`src/rtl/regfile_arbiter.sv`:
```
// Two-requester round-robin write arbiter for a small register file, plus a rate-commit FSM.
// Latency: accept in cycle N -> wr_en beat in cycle N+1; update_ok follows IDLE_CYCLES quiet UART cycles after a rate write.
// Backpressure: readies are combinational, at most one per cycle, and are forced low by freeze (the commit FSM keeps running).
module regfile_arbiter #(
  parameter int DATA_WIDTH  = 16,
  parameter int ADDR_WIDTH  = 2,
  parameter int IDLE_CYCLES = 4
) (
  input  logic                  clk,
  input  logic                  rst_n,
  input  logic                  req0_valid,
  input  logic [ADDR_WIDTH-1:0] req0_addr,
  input  logic [DATA_WIDTH-1:0] req0_data,
  output logic                  req0_ready,
  input  logic                  req1_valid,
  input  logic [ADDR_WIDTH-1:0] req1_addr,
  input  logic [DATA_WIDTH-1:0] req1_data,
  output logic                  req1_ready,
  input  logic                  freeze,
  input  logic                  uart_busy,
  output logic                  wr_en,
  output logic [ADDR_WIDTH-1:0] wr_addr,
  output logic [DATA_WIDTH-1:0] wr_data,
  output logic                  grant_id,
  output logic                  update_ok,
  output logic                  rate_pending
);

  // A zero-cycle idle requirement still needs a one-bit counter to keep widths legal.
  localparam int CNT_W = (IDLE_CYCLES < 1) ? 1 : $clog2(IDLE_CYCLES + 1);
  localparam logic [CNT_W-1:0] CNT_MAX = CNT_W'(IDLE_CYCLES);
  localparam logic [ADDR_WIDTH-1:0] RATE_ADDR = ADDR_WIDTH'(1);

  typedef enum logic [1:0] {
    ST_IDLE,
    ST_WAIT_IDLE,
    ST_COMMIT
  } state_t;

  state_t           state, state_nxt;
  logic [CNT_W-1:0] idle_cnt, idle_cnt_nxt;
  logic             rr_ptr;     // 0: requester 0 wins a tie, 1: requester 1 wins
  logic             grant0, grant1;
  logic             acc0, acc1;
  logic             rate_hit;

  // Round-robin selection; readies held low in reset and while frozen.
  always_comb begin
    grant0     = req0_valid & (~req1_valid | ~rr_ptr);
    grant1     = req1_valid & (~req0_valid | rr_ptr);
    req0_ready = rst_n & ~freeze & grant0;
    req1_ready = rst_n & ~freeze & grant1;
    acc0       = req0_valid & req0_ready;
    acc1       = req1_valid & req1_ready;
  end

  // Register the accepted beat onto the write port and advance the pointer past the winner.
  always_ff @(posedge clk or negedge rst_n) begin
    if (!rst_n) begin
      wr_en    <= 1'b0;
      wr_addr  <= '0;
      wr_data  <= '0;
      grant_id <= 1'b0;
      rr_ptr   <= 1'b0;
    end else begin
      wr_en <= acc0 | acc1;
      if (acc0) begin
        wr_addr  <= req0_addr;
        wr_data  <= req0_data;
        grant_id <= 1'b0;
        rr_ptr   <= 1'b1;
      end else if (acc1) begin
        wr_addr  <= req1_addr;
        wr_data  <= req1_data;
        grant_id <= 1'b1;
        rr_ptr   <= 1'b0;
      end
    end
  end

  // Commit FSM state and idle counter registers.
  always_ff @(posedge clk or negedge rst_n) begin
    if (!rst_n) begin
      state    <= ST_IDLE;
      idle_cnt <= '0;
    end else begin
      state    <= state_nxt;
      idle_cnt <= idle_cnt_nxt;
    end
  end

  // Next-state logic: the move to COMMIT happens on the edge where the counter reaches its target,
  // so COMMIT lands exactly IDLE_CYCLES quiet cycles after the rate write.
  always_comb begin
    state_nxt    = state;
    idle_cnt_nxt = idle_cnt;
    rate_hit     = wr_en && (wr_addr == RATE_ADDR);
    update_ok    = (state == ST_COMMIT);
    rate_pending = (state != ST_IDLE);
    case (state)
      ST_IDLE: begin
        if (rate_hit) begin
          state_nxt    = ST_WAIT_IDLE;
          idle_cnt_nxt = '0;
        end
      end
      ST_WAIT_IDLE: begin
        if (rate_hit || uart_busy) begin
          idle_cnt_nxt = '0;
        end else if (idle_cnt != CNT_MAX) begin
          idle_cnt_nxt = idle_cnt + CNT_W'(1);
        end
        if (idle_cnt_nxt == CNT_MAX) begin
          state_nxt = ST_COMMIT;
        end
      end
      ST_COMMIT: begin
        // A rate write landing on the commit beat gets its own, later commit.
        idle_cnt_nxt = '0;
        state_nxt    = rate_hit ? ST_WAIT_IDLE : ST_IDLE;
      end
      default: begin
        state_nxt    = ST_IDLE;
        idle_cnt_nxt = '0;
      end
    endcase
  end

endmodule

```
`config.mk`:
```
export PLATFORM = sky130hd
export DESIGN_NAME = regfile_arbiter
export DESIGN_NICKNAME = d
export VERILOG_FILES = /design/src/rtl/regfile_arbiter.sv
export SDC_FILE = /design/constraint.sdc
export NUM_CORES = 1
export LEC_CHECK = 0
export ABC_CLOCK_PERIOD_IN_PS = 2200
export BUFFER_PORTS_ARGS = -buffer_cell sky130_fd_sc_hd__buf_2
export CAP_MARGIN = 20
export CORE_ASPECT_RATIO = 0.75
export CORE_UTILIZATION = 35
export DETAILED_ROUTE_END_ITERATION = 12
export PLACE_DENSITY = 0.62
export SYNTH_ARGS = -nofsm -noshare
export SYNTH_HDL_FRONTEND = slang
export SYNTH_SLANG_ARGS = --single-unit
export TNS_END_PERCENT = 100
```
`constraint.sdc`:
```
create_clock -name clk -period 2.2 [get_ports clk]
set_input_delay 0 -clock clk [delete_from_list [all_inputs] [get_ports clk]]
set_output_delay 0 -clock clk [all_outputs]
set_load 0.01 [all_outputs]
```
==> results_dict.tcl, run 1 <==
set metrics [dict create \
    status "complete, but fails checks" \
    violations "DRC" \
    wl_per_cell_um 13.74 \
    ys_warn_count 0 \
    cts_resized 0 \
    synthFlopType "dfrtp_1" \
    max_stage_delay_ns 0.66 \
    crit_type "primary input to output port" \
    drive_gt1_frac 0.3874 \
    holdPathStages 3 \
    ios 66 \
    grt_pass1_wl_um 5368 \
    cts_sinks 26 \
    grt.total_usage 0.1818 \
    yosys_register_bits 26 \
    synthArstFlopShare 1.000 \
    synth_largest_area_cell "dfrtp_1" \
    wl_um 3174 \
    final-setup-viol-count 0 \
    relSlewSlack 0.4556 \
    min_from "req0_valid" \
    ant_nets 0 \
    first_iter_violations 39 \
    cts_buffers 3 \
    die_y_um 53.81 \
    timing.final.ws_setup_ns 0.3450 \
    slowest_stage "and3_1" \
    post-cts-setup-buffer-count 0 \
    syn_avg_cell_area_um2 11.60 \
    drc 3 \
    drtPass1Iterations 9 \
    p_clk_frac 0.186 \
    reg2reg_from "idle_cnt[0]" \
    pwr-share-comb 0.354 \
    worstPathRequired_ns 2.20 \
    nets 237 \
    yosys.area.top_type_share 0.5195 \
    synth_area_um2 1252 \
    max_freq_ghz 0.5391 \
    ys_seq_area_frac 0.5195 \
    start_util 0.3732 \
    grt.overflow.total 0 \
    cts_buffer_depth 2 \
    grt_pass1_vias 1231 \
    skew_ns 0.002009 \
    synth_nets 152 \
    total_power_mw 1.422 \
    path_cells "dlygate4sd3_1 > buf_2 > and2b_1 > and3_1 > buf_2" \
    htreeDepth 1 \
    multi_input_area_um2 556.8 \
    slew_viol_final 0 \
    met2_usage 0.3429 \
    seqCellArea_um2 650.6 \
    fp-row-count 18 \
    placed_cell_area_um2 1613 \
    die_area_um2 3824 \
    syn_inst 108 \
    power_leakage_nw 0.8948 \
    dp_hpwl_um 2275 \
    grtUsageMet3 0.04307 \
    die_x_um 71.08 \
    clk_latency_ns 0.27 \
    worst_slew_pin_slew_ns 0.8165 \
    seqPwrFrac 0.460 \
    num_vias 1204 \
    synthTopCellsByArea "dfrtp_1 (52%), a221o_1 (14%), nor3b_1 (11%)" \
    rrSetupSlack_ns 0.52 \
    fin_tns_setup_ns 0 \
    r2r_cells 5 \
    numPortBuffers 65 \
    gp_congestion 0.6621 \
    power_switching_mw 0.4591 \
    yosys-top-cells-count "dfrtp_1 (26), nor3b_1 (19), a221o_1 (18)" \
    antenna_found_initial 0 \
    endpoint_kind "output port" \
    ir_drop_mv 0.3323 \
    final_util 0.5526 \
    min_period_ns 1.855 \
    cts_tree "done" \
    grt_max_degree 22 \
    maxCapViolCount 0 \
    switching_share 0.3229 \
    dp_slack_ns 0.5237 \
    busiest_layer "met2" \
    viasPerCell 5.212 \
    clockRootBuffer "clkbuf_8" \
    n_fill_cell 309 \
    core_um2 3356 \
    grtUsageMet1 0.2229 \
    synth_cell_types 25 \
    holdBufCountCts 20 \
    rsz0062_at_grt "no" \
    intPower_mw 0.9628 \
    hold_end "rr_ptr" \
    worstReg2RegEnd "state[1]" \
    crit_path_frequent_cell "buf_2" \
    p_per_area_nw_per_um2 766.8 \
    hold_path_class "primary input to flip-flop" \
    arrival_ns 1.85 \
    finalInstanceArea_um2 1854 \
    area_growth_pct 48.05 \
    antenna_cells 0 \
    fin_crit_sh 0.8432 \
    crit_fanout 20 \
    synth-edff-count 0 \
    finalHoldViolCount 0 \
    cp-start-kind "primary input" \
    yosys.cell_count.top_type "dfrtp_1" \
    cts.clk_slew.worst_paths_ns 0.08 \
]
## worst max path at each step
stage | startpoint | end
3_3_place_gp | idle_cnt[0] | state[0]
4_1_cts | rst_n | req1_ready
6_report | rst_n | req1_ready
3_5_place_dp | idle_cnt[0] | state[0]
2_1_floorplan | idle_cnt[0] | state[1]
5_1_grt | rst_n | req1_ready
## through the flow
stage	hold slack, ns	cells
after floorplan	-0.2956	108
after global placement	-0.1514	208
after detailed placement	-0.1481	208
after CTS	0.06481	231
after global routing	0.09972	231
final	0.06602	231
## per-layer routing
layer  routed length [µm]  share of wire
met1                 1473           0.46
met2                 1519           0.48
met3                  167          0.053
met4                   13         0.0041
met5                    0              0
## flip-flops by register name, indices dropped and copies added (netlist names)
name,count
state,2
wr_data,16
grant_id,1
wr_addr,2
wr_en,1
rr_ptr,1
idle_cnt,3
## critical path, delay by kind of cell
family                 cells  cell delay, ns
buffers and inverters      3            0.99
AND/OR/NAND/NOR            2            0.87
## logic make-up after synthesis
logic type               share of synthesized area
buffers and inverters                      0.03595
AND/OR/NAND/NOR                             0.2088
flip-flops                                  0.5195
adder cells (fa/ha/maj)                    0.01998
multiplexers                              0.008990
AO/OA/AOI/OAI                               0.2068
## power by group through the flow
stage	combinational [mW]	sequential [mW]	clock (mW)
6_report	0.504	0.654	0.264
5_1_grt	0.554	0.669	0.296
4_1_cts	0.508	0.654	0.273
3_5_place_dp	0.479	0.663	0
3_3_place_gp	0.459	0.658	0
2_1_floorplan	0.262	0.689	0
## layout by cell type (no fill, tap or decap), types with 2 or more instances in the layout
| master | instances |
|---|---|
| a21oi_1 | 4 |
| a221o_1 | 18 |
| a31oi_1 | 4 |
| and3_1 | 2 |
| buf_2 | 65 |
| buf_4 | 2 |
| clkbuf_8 | 3 |
| dfrtp_1 | 26 |
| dlygate4sd3_1 | 20 |
| ha_1 | 2 |
| inv_1 | 4 |
| nand2b_1 | 4 |
| nand3_1 | 2 |
| nand3b_1 | 3 |
| nor3b_1 | 19 |
| o21ai_0 | 2 |
## final cells by class
| cell class | instances | share of cell area |
|---|---|---|
| sequential | 26 | 0.3509 |
| multi-input combinational | 71 | 0.3003 |
| timing repair buffer | 87 | 0.2915 |
| tap | 40 | 0.02699 |
| clock buffer | 3 | 0.02227 |
| inverter | 4 | 0.008097 |
(Power assumes the default switching activity.)
==> run 2: changes to the inputs <==
Settings changed: ABC_AREA set to 1, ABC_CLOCK_PERIOD_IN_PS 2200 to 1700, PLACE_DENSITY 0.62 to 0.63.
Clock period 2.2 ns to 1.7 ns, I/O delays scaled along.
==> run 2 against run 1 <==
Effect of this change:
- the run now ends clean
- non-clock buffer count grew 17
- clock skew up 0.0024 ns
- hold slack lost 0.051 ns
- clock power up 29%
- sequential share of layout area fell by 4.1 points
- via count is 16% higher
- die area is 6.3% higher
- wire length is 17% higher
- cell count is 32% higher
- largest cell class is now non-clock buffers
- highest routed layer unchanged
==> results_dict.tcl, run 2 <==
set metrics [dict create \
    slew_viol_final 0 \
    placed_cell_area_um2 1684 \
    min_period_ns 1.516 \
    fp-row-count 19 \
    grt_pass1_wl_um 6237 \
    gp_congestion 0.7952 \
    wl_per_cell_um 12.20 \
    rsz0062_at_grt "no" \
    grt_pass1_vias 1419 \
    max_freq_ghz 0.6595 \
    syn_inst 152 \
    htreeDepth 1 \
    arrival_ns 1.52 \
    die_x_um 73.28 \
    worstPathRequired_ns 1.70 \
    core_um2 3661 \
    final_cell_mix "buf_2 (65), nand2_1 (45), dlygate4sd3_1 (37)" \
    synth_cell_types 21 \
    ys_seq_area_frac 0.4878 \
    hold_ws_ns 0.01495 \
    final-setup-viol-count 0 \
    p_per_area_nw_per_um2 936.8 \
    drc 0 \
    fin_tns_setup_ns 0 \
    worst_slew_pin_slew_ns 0.3590 \
    synth-edff-count 0 \
    viasPerCell 4.612 \
    synthArstFlopShare 1.000 \
    nets 298 \
    synthTopCellsByArea "dfrtp_1 (49%), nand2_1 (13%), nand3_1 (11%)" \
    hold_path_class "primary input to flip-flop" \
    ir_drop_mv 0.4350 \
    wl_um 3710 \
    finalHoldViolCount 0 \
    die_area_um2 4064 \
    cp-start-kind "flip-flop" \
    numPortBuffers 65 \
    endpoint_kind "output port" \
    power_leakage_nw 1.095 \
    crit_fanout 22 \
    clockRootBuffer "clkbuf_8" \
    skew_ns 0.004401 \
    finalInstanceArea_um2 2098 \
    drive_gt1_frac 0.3690 \
    cts_tree "done" \
    syn_avg_cell_area_um2 8.775 \
    ant_nets 0 \
    yosys.area.top_type_share 0.4878 \
    ios 66 \
    grt.overflow.total 0 \
    synth_nets 196 \
    antenna_found_initial 0 \
    cts_buffer_depth 2 \
    fin_crit_sh 0.8919 \
    yosys-top-cells-count "nand2_1 (45), nand3_1 (29), dfrtp_1 (26), nand3_2 (10), nand2_2 (9)" \
    crit_type "flip-flop to output port" \
    die_y_um 55.46 \
    final_common_cell "buf_2" \
    largest_reg_flops 16 \
    first_iter_violations 66 \
    grt_max_degree 27 \
    status "complete, no violations" \
    maxCapViolCount 0 \
    cts_buffers 3 \
    max_flop_register "wr_data" \
    area_growth_pct 57.32 \
    dp_hpwl_um 2235 \
    start_util 0.3643 \
    grt.total_usage 0.2019 \
    synth_area_um2 1334 \
    synth_largest_area_cell "dfrtp_1" \
    largestRegisters "wr_data x16, idle_cnt x3" \
    clk_latency_ns 0.27 \
    drtPass1Iterations 4 \
    cts_sinks 26 \
    relSlewSlack 0.7581 \
    antenna_cells 0 \
    ys_warn_count 0 \
    cts.clk_slew.worst_paths_ns 0.09 \
    num_vias 1402 \
    yosys_register_bits 26 \
    yosys.cell_count.top_type "nand2_1" \
    synthFlopType "dfrtp_1" \
]
## run 2: logic make-up (layout without fill, tap and decap cells)
family | Yosys count | after routing | share of synthesized area
and+or+nand+nor | 101 | 101 | 0.3949
DFF | 26 | 26 | 0.4878
buffers and inverters | 17 | 117 | 0.07129
AOI/OAI and AO/OA | 6 | 6 | 0.02720
adders and majority gates | 2 | 2 | 0.01876
## run 2: final timing paths
path	start	end	slack (ns)	cells past startpoint
min in group asynchronous	rst_n	wr_data[14]	0.31	3
setup reg to reg	rr_ptr	wr_data[5]	0.39	6
hold reg to reg	grant_id	grant_id	0.50	2
hold / removal	uart_busy	idle_cnt[1]	0.01	4
setup / recovery	rr_ptr	req0_ready	0.18	4
max in group asynchronous	rst_n	wr_data[13]	1.14	3
## run 2: area by class of cell
cell class	instances	area (µm²)
well taps	52	65.06
flip-flops and latches	26	650.6
inverters	10	42.54
clock buffers	3	41.29
repair buffers	104	710.7
multi-input cells	109	588.1
fillers	341	1563
## run 2: critical path, stage by stage, from the launching register on
cell and delay [ns]:
dfrtp_1 0.39, nand2_1 0.10, nand3_4 0.25, inv_4 0.31, buf_2 0.19
## run 2: what timing repair did
action | 4_1_cts | 5_1_grt
hold endpoints to repair | 44 | 0
setup buffers | 0 | 0
endpoints found under the setup margin | 0 | 1
hold buffers | 37 | 0
resized for setup | 0 | 2
## run 2: report_power, final
group | internal (mW) | leakage [nW] | switching [mW]
clock network | 0.159 | 0.0216 | 0.182
registers | 0.776 | 0.321 | 0.106
logic | 0.346 | 0.753 | 0.396
total | 1.28 | 1.10 | 0.684
## run 2: stage by stage
stage / instances / setup slack [ns] / total power, mW / util
finish: 304 / 0.1837 / 1.966 / 0.5731
global route: 304 / 0.05182 / 2.113 / 0.5731
CTS: 304 / 0.07365 / 1.979 / 0.5725
detailed placement: 264 / 0.3112 / 1.569 / 0.4600
global placement: 264 / 0.3752 / 1.564 / 0.4600
floorplan: 152 / 0.5375 / 1.309 / -
## run 2: layer usage
layer / share of wire / track usage / routed length [µm]
met3: 0.064 / 0.06022 / 236
met4: 0.0094 / 0.04762 / 35
met1: 0.43 / 0.2476 / 1595
met2: 0.50 / 0.3452 / 1842
met5: 0 / 0 / 0
==> run 3: changes to the inputs <==
Settings changed: REMOVE_ABC_BUFFERS set to 1.
==> run 3 against run 2 <==
Effect of this change:
- register-to-register slack barely moved
- wire length rose by 0.51%
- final area fell by 0.12%
- clock power rose by 1%
- hold slack improved by 0.0040 ns
- cell count did not move
- combinational power rose by 2%
- worst setup slack got worse by 0.050 ns
- sequential share of layout area barely moved
- first-iteration DRC count did not move
- sequential power rose by 0.7%
- critical path type is now primary input to output port
- critical endpoint unchanged
- highest routed layer unchanged
==> results_dict.tcl, run 3 (synthesized netlist as in run 2, its figures left out) <==
set metrics [dict create \
    status "complete, no violations" \
    seqCellArea_um2 650.6 \
    viasPerCell 4.589 \
    clk_latency_ns 0.27 \
    core_um2 3661 \
    fin_crit_sh 0.9214 \
    antenna_found_initial 0 \
    largestRegisters "wr_data x16, idle_cnt x3" \
    dp_hpwl_um 2234 \
    crit_type "primary input to output port" \
    grt.total_usage 0.2057 \
    die_area_um2 4064 \
    p_per_area_nw_per_um2 949.1 \
    cts_tree "done" \
    num_vias 1395 \
    nets 298 \
    n_fill_cell 354 \
    total_power_mw 1.989 \
    cts_resized 0 \
    htreeDepth 1 \
    grt.overflow.total 0 \
    skew_ns 0.002811 \
    drive_gt1_frac 0.3690 \
    cts_buffers 3 \
    cp-start-kind "primary input" \
    final_cell_mix "buf_2 (65), nand2_1 (45), dlygate4sd3_1 (37)" \
    grt_pass1_vias 1448 \
    largest_reg_flops 16 \
    drtPass1Iterations 4 \
    gp_congestion 0.7454 \
    max_freq_ghz 0.6384 \
    max_flop_register "wr_data" \
    ir_drop_mv 0.3984 \
    worst_slew_pin_slew_ns 0.4670 \
    fp-row-count 19 \
    min_period_ns 1.566 \
    post-cts-setup-buffer-count 0 \
    cts_sinks 26 \
    grt_pass1_wl_um 6348 \
    slew_viol_final 0 \
    drc 0 \
    die_x_um 73.28 \
    final_common_cell "buf_2" \
    die_y_um 55.46 \
    ios 66 \
    wl_per_cell_um 12.27 \
    endpoint_kind "output port" \
    grt_max_degree 27 \
    final-setup-viol-count 0 \
    numPortBuffers 65 \
    cts_buffer_depth 2 \
    cts.clk_slew.worst_paths_ns 0.08 \
    ant_nets 0 \
    wl_um 3729 \
    fin_tns_setup_ns 0 \
    start_util 0.3643 \
    area_growth_pct 57.13 \
    antenna_cells 0 \
    multi_input_area_um2 588.1 \
    clockRootBuffer "clkbuf_8" \
    maxCapViolCount 0 \
    relSlewSlack 0.6854 \
    hold_path_class "primary input to flip-flop" \
    power_leakage_nw 1.096 \
    crit_fanout 22 \
    first_iter_violations 66 \
    worstPathRequired_ns 1.70 \
    finalHoldViolCount 0 \
    rsz0062_at_grt "no" \
    arrival_ns 1.57 \
]
==> run 3: cell count changes in the layout (fill, tap and decap cells not counted) <==
cell / delta
inv_2: +1
inv_4: -1
==> run 3: per-layer routing <==
layer	track usage	routed length, µm	vias to the layer above
li1	-	-	701
met1	0.2705	1747	629
met2	0.3320	1671	58
met3	0.04562	249	7
met4	0.07283	60	0
met5	0	0	-
==> run 3: metrics by stage <==
step / util / setup slack, ns / hold WS [ns] / std cells / area, µm²
after floorplan: - / 0.4697 / -0.2956 / 145 / 1279
after global placement: 0.4600 / 0.4213 / 0.02962 / 264 / 1684
after detailed placement: 0.4600 / 0.3814 / 0.02966 / 264 / 1684
after CTS: 0.5725 / 0.1219 / 0.01566 / 304 / 2096
after global routing: 0.5725 / 0.02438 / 0.03643 / 304 / 2096
final: 0.5725 / 0.1336 / 0.01893 / 304 / 2096
==> run 3: worst paths after layout <==
| path | start | to | slack, ns | cells after the start |
|---|---|---|---|---|
| max | rst_n | req0_ready | 0.13 | 7 |
| min | uart_busy | idle_cnt[1] | 0.02 | 4 |
| max reg2reg | rr_ptr | wr_addr[1] | 0.38 | 5 |
| min reg2reg | grant_id | grant_id | 0.49 | 2 |
| max in group asynchronous | rst_n | wr_data[6] | 1.19 | 3 |
| min in group asynchronous | rst_n | wr_data[1] | 0.27 | 3 |
==> run 3: layout make-up <==
| class | instances | share of cell area |
|---|---|---|
| clock buffers | 3 | 0.01970 |
| well taps | 52 | 0.03104 |
| inverters | 10 | 0.01910 |
| multi-input cells | 109 | 0.2806 |
| flip-flops and latches | 26 | 0.3104 |
| repair buffers | 104 | 0.3391 |
==> run 3: where the power goes <==
group / total [mW] / switching, mW / internal [mW]
Clock: 0.345 / 0.187 / 0.159
Sequential: 0.888 / 0.112 / 0.776
Combinational: 0.756 / 0.406 / 0.350
==> run 3: worst max-delay path: stages <==
cell and delay [ns]:
dlygate4sd3_1 0.53, buf_2 0.11, inv_1 0.05, nor2_4 0.12, nand3_4 0.25, inv_4 0.31, buf_2 0.19
==> run 3: repair_timing <==
item                       4_1_cts  5_1_grt
hold endpoints to repair        44        0
hold buffers                    37        0
setup endpoints to repair        0        0
